[src/rtl/adder_pkg.sv]
// Shared constants and helpers for the pipelined add/subtract unit.
// No logic; compile-time only.
// Not applicable (no handshake).
package adder_pkg;

    // Operation encoding on the sub input
    localparam logic ADD = 1'b0;
    localparam logic SUB = 1'b1;

    // Default geometry
    localparam int DEF_WIDTH = 32;
    localparam int DEF_CHUNK = 8;

    // Number of pipeline stages, one CHUNK-bit slice per stage
    function automatic int calc_stages(input int width, input int chunk);
        return width / chunk;
    endfunction

endpackage

[src/rtl/adder_1_bit.sv]
// Single-bit full adder cell.
// Purely combinational, zero latency.
// No handshake.
module adder_1_bit (
    input  logic a,
    input  logic b,
    input  logic c_in,
    output logic sum,
    output logic c_out
);

    assign sum   = a ^ b ^ c_in;
    assign c_out = (a & b) | (c_in & (a ^ b));

endmodule

[src/rtl/adder_chunk.sv]
// CHUNK-bit ripple-carry adder built from adder_1_bit cells.
// Purely combinational, zero latency.
// No handshake; also exposes the carry into the MSB for signed overflow.
module adder_chunk
    import adder_pkg::*;
#(
    parameter int CHUNK = DEF_CHUNK
) (
    input  logic [CHUNK-1:0] a,
    input  logic [CHUNK-1:0] b,
    input  logic             c_in,
    output logic [CHUNK-1:0] sum,
    output logic             c_out,
    output logic             c_msb
);

    // Each bit keeps its own carry nets so the ripple chain is a set of
    // distinct signals rather than one self-referencing vector.
    for (genvar g = 0; g < CHUNK; g++) begin : g_bit
        logic ci;
        logic co;

        if (g == 0) begin : g_first
            assign ci = c_in;
        end else begin : g_rest
            assign ci = g_bit[g-1].co;
        end

        adder_1_bit u_bit (
            .a     (a[g]),
            .b     (b[g]),
            .c_in  (ci),
            .sum   (sum[g]),
            .c_out (co)
        );
    end

    assign c_out = g_bit[CHUNK-1].co;
    assign c_msb = g_bit[CHUNK-1].ci;

endmodule

[src/rtl/pipelined_adder.sv]
// Pipelined WIDTH-bit add/subtract, one CHUNK-bit slice per stage, carry registered between stages.
// Latency STAGES cycles from accept to out_valid; throughput 1 op/cycle.
// Full backpressure: a stage advances only when its successor is empty or advancing; in_ready = en[0].
module pipelined_adder
    import adder_pkg::*;
#(
    parameter int WIDTH = DEF_WIDTH,
    parameter int CHUNK = DEF_CHUNK
) (
    input  logic             clk,
    input  logic             rst_n,
    input  logic             in_valid,
    output logic             in_ready,
    input  logic [WIDTH-1:0] a,
    input  logic [WIDTH-1:0] b,
    input  logic             sub,
    output logic             out_valid,
    input  logic             out_ready,
    output logic [WIDTH-1:0] sum,
    output logic             c_out,
    output logic             overflow,
    output logic             zero
);

    localparam int STAGES = calc_stages(WIDTH, CHUNK);
    localparam int LAST   = STAGES - 1;
    localparam logic [WIDTH-1:0] LOW_MASK = {{(WIDTH-CHUNK){1'b0}}, {CHUNK{1'b1}}};

    // Per-stage registers: valid, operands (b already inverted for sub),
    // carry into this stage's slice, and the low sum bits resolved so far.
    logic [STAGES-1:0] vld;
    logic [WIDTH-1:0]  op_a [STAGES];
    logic [WIDTH-1:0]  op_b [STAGES];
    logic [WIDTH-1:0]  psum [STAGES];
    logic              cry  [STAGES];

    // Combinational results of each stage's slice adder
    logic [CHUNK-1:0]  slice_sum [STAGES];
    logic              slice_co  [STAGES];
    logic              slice_cm  [STAGES];
    logic [WIDTH-1:0]  merged    [STAGES];

    // Advance enables; en[i] is the flattened form of
    // en[i] = !vld[i+1] | en[i+1], so no bit depends on another bit of en.
    logic [STAGES-1:0] en;
    logic              en_out;

    assign en_out   = !out_valid || out_ready;
    assign en[LAST] = en_out;
    assign in_ready = en[0];

    for (genvar g = 0; g < LAST; g++) begin : g_en
        assign en[g] = en_out || !(&vld[LAST:g+1]);
    end

    for (genvar g = 0; g < STAGES; g++) begin : g_stage
        adder_chunk #(.CHUNK(CHUNK)) u_chunk (
            .a     (op_a[g][g*CHUNK +: CHUNK]),
            .b     (op_b[g][g*CHUNK +: CHUNK]),
            .c_in  (cry[g]),
            .sum   (slice_sum[g]),
            .c_out (slice_co[g]),
            .c_msb (slice_cm[g])
        );

        // Partial sum with this stage's slice filled in
        assign merged[g] = (psum[g] & ~(LOW_MASK << (g*CHUNK)))
                         | (WIDTH'(slice_sum[g]) << (g*CHUNK));
    end

    // Valid bits: shift forward where enabled; reset discards in-flight ops
    always_ff @(posedge clk) begin
        if (!rst_n) begin
            vld       <= '0;
            out_valid <= 1'b0;
        end else begin
            if (en[0]) vld[0] <= in_valid;
            for (int i = 1; i < STAGES; i++) begin
                if (en[i]) vld[i] <= vld[i-1];
            end
            if (en_out) out_valid <= vld[LAST];
        end
    end

    // Stage payloads: stage 0 captures operands, later stages take the predecessor's result
    always_ff @(posedge clk) begin
        if (en[0]) begin
            op_a[0] <= a;
            op_b[0] <= (sub == SUB) ? ~b : b;
            cry[0]  <= sub;
            psum[0] <= '0;
        end
        for (int i = 1; i < STAGES; i++) begin
            if (en[i]) begin
                op_a[i] <= op_a[i-1];
                op_b[i] <= op_b[i-1];
                cry[i]  <= slice_co[i-1];
                psum[i] <= merged[i-1];
            end
        end
    end

    // Output register: final sum and flags, held while the consumer stalls
    always_ff @(posedge clk) begin
        if (!rst_n) begin
            sum      <= '0;
            c_out    <= 1'b0;
            overflow <= 1'b0;
            zero     <= 1'b0;
        end else if (en_out && vld[LAST]) begin
            sum      <= merged[LAST];
            c_out    <= slice_co[LAST];
            overflow <= slice_cm[LAST] ^ slice_co[LAST];
            zero     <= (merged[LAST] == '0);
        end
    end

endmodule

[config.mk]
export PLATFORM = sky130hd
export DESIGN_NAME = pipelined_adder
export DESIGN_NICKNAME = d
export VERILOG_FILES = /design/src/rtl/adder_pkg.sv /design/src/rtl/adder_1_bit.sv /design/src/rtl/adder_chunk.sv /design/src/rtl/pipelined_adder.sv
export SDC_FILE = /design/constraint.sdc
export NUM_CORES = 1
export LEC_CHECK = 0
export CORE_ASPECT_RATIO = 1.25
export CORE_MARGIN = 2
export CORE_UTILIZATION = 55
export CTS_CLUSTER_DIAMETER = 30
export CTS_CLUSTER_SIZE = 24
export DETAILED_ROUTE_END_ITERATION = 8
export GPL_TIMING_DRIVEN = 0
export PLACE_DENSITY_LB_ADDON = 0.2
export SLEW_MARGIN = 20
export SYNTH_ARGS = -nofsm -noshare
export SYNTH_HDL_FRONTEND = slang
export SYNTH_HIERARCHICAL = 1
export SYNTH_SLANG_ARGS = --single-unit
[constraint.sdc]
create_clock -name clk -period 6 [get_ports clk]
set_clock_uncertainty 0.1 [all_clocks]
set_input_delay 0.6 -clock clk [delete_from_list [all_inputs] [get_ports clk]]
set_output_delay 0.6 -clock clk [all_outputs]
set_load 0.1 [all_outputs]
==> summary.txt <==
Power
  – Switch share: 20.5%
  – Leak: between 4 and 5 nW
  – Sequential share of power: 50.6%
  – Clock group share of total power: 44.3%
  – Comb pwr share: 5.2%
  – P_sw: 898 uW
  – Overall power: 4.38 mW
  – Cell area power density: ~380 nW/um2
  – Internal power: 3.49 mW
  – Peak VDD IR: 0.209 mV

Clock network
  – CTS Buf Count: 35
  – Setup repair bufs after CTS: 0
  – Root Driver: clkbuf_16
  – CTS tree: built
  – CTS clk-pin slew, worst paths: 0.05 ns
  – CTS sink count: approximately 250
  – CTS H-tree depth: 2
  – Hold buffer count at cts: 0
  – Post-CTS resize count: 0
  – CTS Buffer Depth: 3
  – Clk Latency, worst-skew pair: about 0.48 ns

Finish
  – Area grow syn2layout: 29.3%
  – Area of the multi-input gates: 1630 um2
  – Most common cell after layout, fill and taps aside: edfxtp_1
  – Layout cell share with drive strength beyond 1: 11.8%
  – Antenna cells: 0
  – Most frequent cells in the layout: 212 x edfxtp_1, 105 x clkdlybuf4s50_1, 71 x nand2_1
  – Util after Layout: about three quarters
  – FILL cells: slightly above 900
  – Seq. cell area: 7170 um2
  – Final #Nets: about 700

Synthesis
  – #FFs+latches synth: about 250
  – Syn Nets: 563
  – Syn Area/Cell: ~19 um2
  – Count of cell types in the netlist: 23
  – Gate Count Post-Synth: ~460
  – Seq/Total Area, Yosys: 81.0%
  – Post-synthesis cell area: 8850 um2
  – Synth warn: 6

Setup path
  – CP endpoint kind: register
  – Crit path from: op_a[3][24]
  – WP data arrival: 5.32 ns
  – Worst r2r src: op_a[3][24]
  – CP required: approximately 6.3 ns
  – Peak fanout along the critical path: 2
  – Critical path class: register to register
  – Startpoint types: register

Placement
  – GPL Wtd Cong: 0.778
  – Post-place setup slack: 0.972 ns
  – DPL Wire Length: 9700 um
  – Number of port buffers: 105

Global route
  – Global-route wire length before repair: 23500 um
  – Number of global-route vias before repair: between 4000 and 5000
  – Antenna violations before repair: 0
  – GRT Total Usage: 17.7%
  – GRT Residual Overflow: 0
  – Largest net degree at the start of global routing: 52

Job
  – Max_cap viols: 0

STA
  – Fmax: 0.199 GHz
  – Period Utilization, post-route: 83.6%
  – Max-slew violation count: 0
  – Smallest setup slack after layout: between 0.9 and 1 ns
  – RSZ-0062 raised after global routing: no
  – Worst Tran Pin Value: approximately 1 ns
  – Min Tclk post-route: between 5 and 6 ns
  – Final Hold Vio Count: 0
  – Slew headroom: around a third
  – Setup violators final: 0

Route
  – DR pass1 iterations: 4
  – DR WL/cell: 17.3 um
  – DR iter-0 viols: 287
  – DRC: 0
  – Post-Route WL: 14700 um
  – Vias per cell: 5.01
  – Via Count: 4255
  – Antenna viol nets, final: 0

Hold path
  – HP Start: op_b[2][31]
  – Worst min path class: register to register

Floorplan
  – Die area: 17100 um2
  – Site Rows: 51
  – Initial Utilization: 56.6%
  – Die height: 146 um
  – Core area: 15600 um2
  – Die width: around 120 um
  – Io pins: between 100 and 150

Run status
  – Status: finished clean
-- worst paths after layout --
check                endpoint  slack, ns  cells past startpoint
setup / recovery         zero       0.98                     12
hold / removal    op_b[3][31]       0.31                      0
setup reg to reg         zero       0.98                     12
hold reg to reg   op_b[3][31]       0.31                      0
-- cell families (layout without fill, tap and decap cells) --
group                      Yosys count  count (layout)  synth area share [%]
xor gates and xnor gates            33              33                  3.27
muxes                                1               1                 0.113
AOI/OAI and AO/OA                   39              39                  3.31
DFF                                252             252                  81.0
and+or+nand+nor                     89              89                  4.28
adders and majority gates           32              32                  7.24
buffers and inverters               16             191                 0.792
-- metrics by stage --
stage	cell area [um2]	instances	hold slack, ns	setup TNS, ns
after detailed placement	10300	787	0.305	0
after global routing	11400	849	0.321	0
after CTS	11400	849	0.313	0
after floorplan	8850	462	0.300	0
after global placement	10200	779	0.300	-0.395
final	11400	849	0.313	0
-- sequential cells by signal (all words and copies together) (netlist names) --
signal and cells:
vld 4, c_out 1, zero 1, cry 4, psum 48, out_valid 1
op_b 80, op_a 80, overflow 1, sum 32
-- critical path, cell delays in order (launching register included) --
cell	delay, ns
edfxtp_1	0.39
fa_1	0.47
fa_1	0.40
fa_1	0.39
fa_1	0.42
fa_1	0.40
fa_1	0.39
fa_1	0.43
fa_1	0.46
nor4_1	0.36
nand4_1	0.14
or4_1	0.47
o21ai_1	0.13
-- synthesized netlist by cell type (all sizes together) --
cell,count,share of area (%)
nor4b,1,0.099
mux2i,1,0.11
buf,8,0.45
and2b,1,0.085
inv,1,0.042
o21ai,1,0.057
fa,32,7.2
or4,2,0.17
nor4,5,0.35
a21boi,36,3.1
nand4,3,0.21
o21a,1,0.085
o211a,1,0.11
xor2,32,3.2
nor3,1,0.057
nand2,72,3.1
edfxtp,212,72
xnor2,1,0.099
and2,1,0.071
dfxtp,40,9.0
nand3,2,0.11
nor2b,1,0.071
clkbuf,7,0.30
-- power groups by stage --
stage	clock network [mW]	logic, mW	registers, mW
floorplan	0	0.0935	2.25
detailed placement	0	0.225	2.25
CTS	1.98	0.232	2.22
global placement	0	0.218	2.23
finish	1.94	0.227	2.22
global route	2.05	0.251	2.24
-- per-layer routing --
metal	wire length (um)	global-route usage, %	vias to the layer above
met1	5610	20.7	2083
met4	508	7.35	0
li1	-	-	1995
met3	714	3.49	42
met5	0	0	-
met2	7830	32.1	135
-- final cells by class --
| cell class | instances | area share (%) |
|---|---|---|
| buffer | 15 | 0.580 |
| sequential | 252 | 62.6 |
| inverter | 1 | 0.0328 |
| clock buffer | 37 | 7.72 |
| clock inverter | 25 | 2.15 |
| timing repair buffer | 113 | 10.3 |
| multi-input combinational | 194 | 14.2 |
| tap | 212 | 2.32 |
Power figures use the tool's default switching activity.
